File: config.mk
export PLATFORM = sky130hd
export DESIGN_NAME = alu_share_arbiter
export DESIGN_NICKNAME = d
export VERILOG_FILES = /design/src/rtl/alu_share_arbiter.sv
export SDC_FILE = /design/constraint.sdc
export NUM_CORES = 1
export LEC_CHECK = 0
export CORE_MARGIN = 4
export CORE_UTILIZATION = 39
export CTS_BUF_LIST = sky130_fd_sc_hd__clkbuf_2 sky130_fd_sc_hd__clkbuf_4 sky130_fd_sc_hd__clkbuf_8
export CTS_CLUSTER_SIZE = 30
export DETAILED_ROUTE_END_ITERATION = 8
export PLACE_DENSITY = 0.79
export SLEW_MARGIN = 20
export SYNTH_ARGS = -nofsm -noshare
export SYNTH_HDL_FRONTEND = slang
export SYNTH_SLANG_ARGS = --single-unit
File: constraint.sdc
create_clock -name clk -period 2 [get_ports clk]
set_clock_uncertainty 0.15 [all_clocks]
set_input_delay 0.5 -clock clk [delete_from_list [all_inputs] [get_ports clk]]
set_output_delay 0.5 -clock clk [all_outputs]
set_load 0.02 [all_outputs]
File: src/rtl/alu_share_arbiter.sv
// Two-requester round-robin front end for one shared combinational ALU.
// An issue register drives the ALU; one response register per requester captures the result.

module alu_share_rsp_reg #(
   parameter int DATA_W = 32
) (
   input  logic              clk,
   input  logic              rst_n,
   input  logic              load,
   input  logic [DATA_W-1:0] load_data,
   input  logic              drain,
   output logic              valid,
   output logic [DATA_W-1:0] result
);

   // A load in the same cycle as a drain wins, so valid stays high with the new data.
   always_ff @(posedge clk or negedge rst_n) begin
      if (!rst_n) begin
         valid  <= 1'b0;
         result <= '0;
      end else if (load) begin
         valid  <= 1'b1;
         result <= load_data;
      end else if (drain) begin
         valid  <= 1'b0;
      end
   end

endmodule

module alu_share_arbiter #(
   parameter int              DATA_W = 32,
   parameter int              OP_W   = 4,
   parameter logic [OP_W-1:0] NOP_OP = '1
) (
   input  logic                clk,
   input  logic                rst_n,
   input  logic [1:0]          req_valid,
   output logic [1:0]          req_ready,
   input  logic [2*DATA_W-1:0] req_a,
   input  logic [2*DATA_W-1:0] req_b,
   input  logic [2*OP_W-1:0]   req_op,
   output logic [1:0]          rsp_valid,
   input  logic [1:0]          rsp_ready,
   output logic [2*DATA_W-1:0] rsp_result,
   output logic [DATA_W-1:0]   alu_a,
   output logic [DATA_W-1:0]   alu_b,
   output logic [OP_W-1:0]     alu_op,
   input  logic [DATA_W-1:0]   alu_result
);

   localparam int NUM_REQ = 2;

   logic [NUM_REQ-1:0][DATA_W-1:0] a_v, b_v, res_v;
   logic [NUM_REQ-1:0][OP_W-1:0]   op_v;

   logic              iss_valid;
   logic [DATA_W-1:0] iss_a, iss_b;
   logic [OP_W-1:0]   iss_op;
   logic              iss_owner;
   logic              last_grant;

   logic [NUM_REQ-1:0] drain, load;
   logic               adv, can_accept;
   logic               gnt_any, gnt_idx, take;

   assign a_v        = req_a;
   assign b_v        = req_b;
   assign op_v       = req_op;
   assign rsp_result = res_v;

   assign drain      = rsp_valid & rsp_ready;
   assign adv        = iss_valid & (~rsp_valid[iss_owner] | drain[iss_owner]);
   assign can_accept = ~iss_valid | adv;

   always_comb begin
      gnt_any = 1'b0;
      gnt_idx = 1'b0;
      case (req_valid)
         2'b01: begin gnt_any = 1'b1; gnt_idx = 1'b0;        end
         2'b10: begin gnt_any = 1'b1; gnt_idx = 1'b1;        end
         2'b11: begin gnt_any = 1'b1; gnt_idx = ~last_grant; end
         default: ;
      endcase
   end

   // rst_n gates the handshake so nothing is offered while reset is held.
   assign take      = gnt_any & can_accept & rst_n;
   assign req_ready = take ? (2'b01 << gnt_idx) : 2'b00;

   always_ff @(posedge clk or negedge rst_n) begin
      if (!rst_n) begin
         iss_valid  <= 1'b0;
         iss_a      <= '0;
         iss_b      <= '0;
         iss_op     <= NOP_OP;
         iss_owner  <= 1'b0;
         last_grant <= 1'b1;
      end else if (take) begin
         iss_valid  <= 1'b1;
         iss_a      <= a_v[gnt_idx];
         iss_b      <= b_v[gnt_idx];
         iss_op     <= op_v[gnt_idx];
         iss_owner  <= gnt_idx;
         last_grant <= gnt_idx;
      end else if (adv) begin
         iss_valid  <= 1'b0;
      end
   end

   always_comb begin
      alu_a  = '0;
      alu_b  = '0;
      alu_op = NOP_OP;
      if (iss_valid) begin
         alu_a  = iss_a;
         alu_b  = iss_b;
         alu_op = iss_op;
      end
   end

   for (genvar i = 0; i < NUM_REQ; i++) begin : g_rsp
      assign load[i] = adv & (iss_owner == 1'(i));

      alu_share_rsp_reg #(.DATA_W(DATA_W)) u_rsp (
         .clk       (clk),
         .rst_n     (rst_n),
         .load      (load[i]),
         .load_data (alu_result),
         .drain     (drain[i]),
         .valid     (rsp_valid[i]),
         .result    (res_v[i])
      );
   end

endmodule

==> results.md <==
- Die H: 140.0 um
- Crit path largest cell delay: 400 ps
- Min-Delay Startpoint: rst_n
- Worst reg-to-reg path cell count: 6
- Worst Path Max Fanout: 3
- # rows: 47
- Worst IR Drop VDD: 0.6895 mV
- Top cells by area, synth: dfrtp_1 49%, mux2_2 22%, mux2_4 15%
- Core ar.: 0.01682 mm^2
- Post-synthesis net count: 629
- FF-to-FF Start: iss_owner
- Slowest-stage cell, CP: clkdlybuf4s50_1
- Hold Fails Final Rpt: 0
- Gr usage total: 18.81%
- Die footprint: 0.01959 mm^2
- Commonest non-fill, non-tap cell in the layout: clkdlybuf4s50_1
- Via Count: 4852
- Area post-placement: 0.01010 mm^2
- Cell Area, Synth: 0.006790 mm^2
- WS Path Type: in -> out
- Synth area leader: dfrtp_1
- Critical-path cell list: clkdlybuf4s50_1 > nand2b_4 > o221a_4 > and2_4 > buf_6
- Failing checks: negative setup slack
- CP Buf/Inv Count: 2
- Tot Pwr: 11.84 mW
- Num CTS Buffers: 17
- Max Cap Viol: 0
- Cell family with most CP delay: buffers and inverters
- Final setup fails: 97
- Mean post-synth cell area: 14.92 um^2
- Yosys cell types: 20
- Synthesis warning total: 0
- Reg2Reg Capture Point: iss_b[19]
- Final Max Slew Viols: 0
- Flops & latches, synth: 137
- Fillers: 1270
- Syn Inst Count: 455
- Final instance area: 0.01081 mm^2
- Final instance count without filler cells: 1016
- HP Class: in -> reg
- Routed Antenna Nets: 0
- Avg WL per Cell: 19.80 um
- Min Clock Period, post-route: 2232 ps
- Nets@finish: 957
- Critical Path AT: 1580 ps
- Top Ports: 310
- Layout cells sized above 1: 46.73%
- Critical Path Source Type: primary input
- Pre-Repair DR Iteration Count: 6
- Status: finished with violations
- Hold Path Sink: iss_valid
- DRC Markers: 0
- Clock sinks: 137
- DR vias/cell: 4.776
- Largest net degree at the start of global routing: 62
- Starting Density: 40.37%
- Peak Freq: 448.0 MHz
- Initial antenna violation count: 0
- Layout area overhead: 59.15%
- Worst-Margin Slew: 746.7 ps
- Final GP Congestion: 0.7733
- CTS tree: yes
- Vias in the first global route: 5262
- Pwr Density: 1096 mW/mm^2
- H-tree levels: 4
- HPWL reported at the end of detailed placement: 14060 um
- Endpoint class of the critical path: output pin
- Port bufs: 309
- N_diodes: 0
- Clock Tree Buf Depth: 2
- WHS Path Cells: 3
- Utilization after layout: 64.25%
- Post-synthesis sequential area ratio: 50.58%
- Tcrit/Tclk final: 111.6%
- Initial DRC Count: 92
- Crit path setup slack, layout: -232.0 ps
- Clock slew seen by the registers of the worst setup and hold paths: 80 ps
- Die W: 140.0 um
- Relative slew slack: 50.22%
- Worst-skew pair later-pin latency: 430 ps
- LEAKAGE: 4.748 nW
- Placed cells: 970
- Root Buffer: clkbuf_8
- Synth top area share: 48.65%
- Post-Route WL: 20120 um
- Most frequent cells in the layout: 169 x clkdlybuf4s50_1, 132 x mux2_2, 131 x dfrtp_1
- RSZ-0062 raised after global routing: yes
- First-pass GRT wire length: 29090 um
- Critical Path RT: 1350 ps
- FF-to-FF setup slack: -20 ps
- GRT overflow: 0
==> state kept, by name, indices dropped and copies added (netlist names) <==
signal / count
iss_a: 32
iss_owner: 1
iss_op: 4
last_grant: 1
iss_b: 32
g_rsp.u_rsp.result: 64
g_rsp.u_rsp.valid: 2
iss_valid: 1
==> Yosys cell counts <==
| cell | number |
|---|---|
| a21boi_0 | 1 |
| and2_1 | 65 |
| and2b_2 | 1 |
| buf_12 | 8 |
| buf_2 | 8 |
| buf_4 | 8 |
| clkbuf_1 | 8 |
| clkbuf_2 | 1 |
| dfrtp_1 | 132 |
| dfstp_2 | 5 |
| mux2_1 | 2 |
| mux2_2 | 132 |
| mux2_4 | 68 |
| nand2_1 | 3 |
| nand2b_1 | 7 |
| nor2b_1 | 2 |
| o21a_1 | 1 |
| o221a_4 | 1 |
| o22ai_1 | 1 |
| or2_2 | 1 |
==> cell type report <==
cell class                      instances  area, um^2  share of cell area, %
Clock inverter                         13       142.6                  1.320
Tap cell                              220       275.3                  2.547
Clock buffer                           19       255.2                  2.362
Sequential cell                       137        3436                  31.79
Multi-Input combinational cell        285        3162                  29.26
Timing Repair Buffer                  342        3536                  32.72
==> report_power, final <==
part / internal (mW) / switching (mW) / leakage, nW
combinational: 2.80 / 2.49 / 2.97
clock: 1.16 / 1.10 / 0.189
sequential: 3.77 / 0.515 / 1.59
==> how the worst max path moves through the flow <==
stage	end	startpoint	cells after the start	slack [ps]
floorplan	req_ready[1]	rsp_ready[0]	5	-8
global placement	req_ready[0]	req_valid[0]	5	-780
detailed placement	req_ready[0]	req_valid[1]	5	-770
CTS	req_ready[1]	iss_owner	4	-240
global route	req_ready[1]	iss_owner	4	-290
finish	req_ready[1]	rsp_ready[1]	5	-230
==> stage by stage <==
step           setup TNS, ps  worst slack (ps)  hold slack [ps]
6_report               -8282            -232.0            295.8
5_1_grt               -15390            -293.4            282.8
4_1_cts                -7821            -237.1           -43.28
3_5_place_dp          -65570            -771.9            329.7
3_3_place_gp          -61120            -778.9            323.7
2_1_floorplan         -7.625            -7.625            54.41
==> cells by family after synthesis <==
group	count (synthesis)	synth area share (%)
simple gates	79	7.205
buf+inv	33	4.349
compound gates	4	0.6082
mux	202	37.26
flops	137	50.58
==> worst reg2reg max path, delay by kind of cell, from the launching register on <==
kind                   cells  cell delay (ps)
buffers and inverters      3              700
flip-flops                 1              390
multiplexers               1              320
AND/OR/NAND/NOR            1              110
AO/OA/AOI/OAI              1              230
==> layer usage <==
metal  track usage [%]  share of wire [%]  vias up
met2             34.59                 53      181
met5                 0                  0        -
li1                  -                  -     2234
met4             6.782                2.5        0
met3             5.010                5.6       35
met1             20.83                 38     2402
==> what timing repair did <==
action	CTS	global route
endpoints found under the setup margin	199	133
cloned	1	7
setup buffers	2	2
pin swaps	2	0
hold endpoints to repair	36	30
resized for setup	370	59
(Power assumes the default switching activity.)
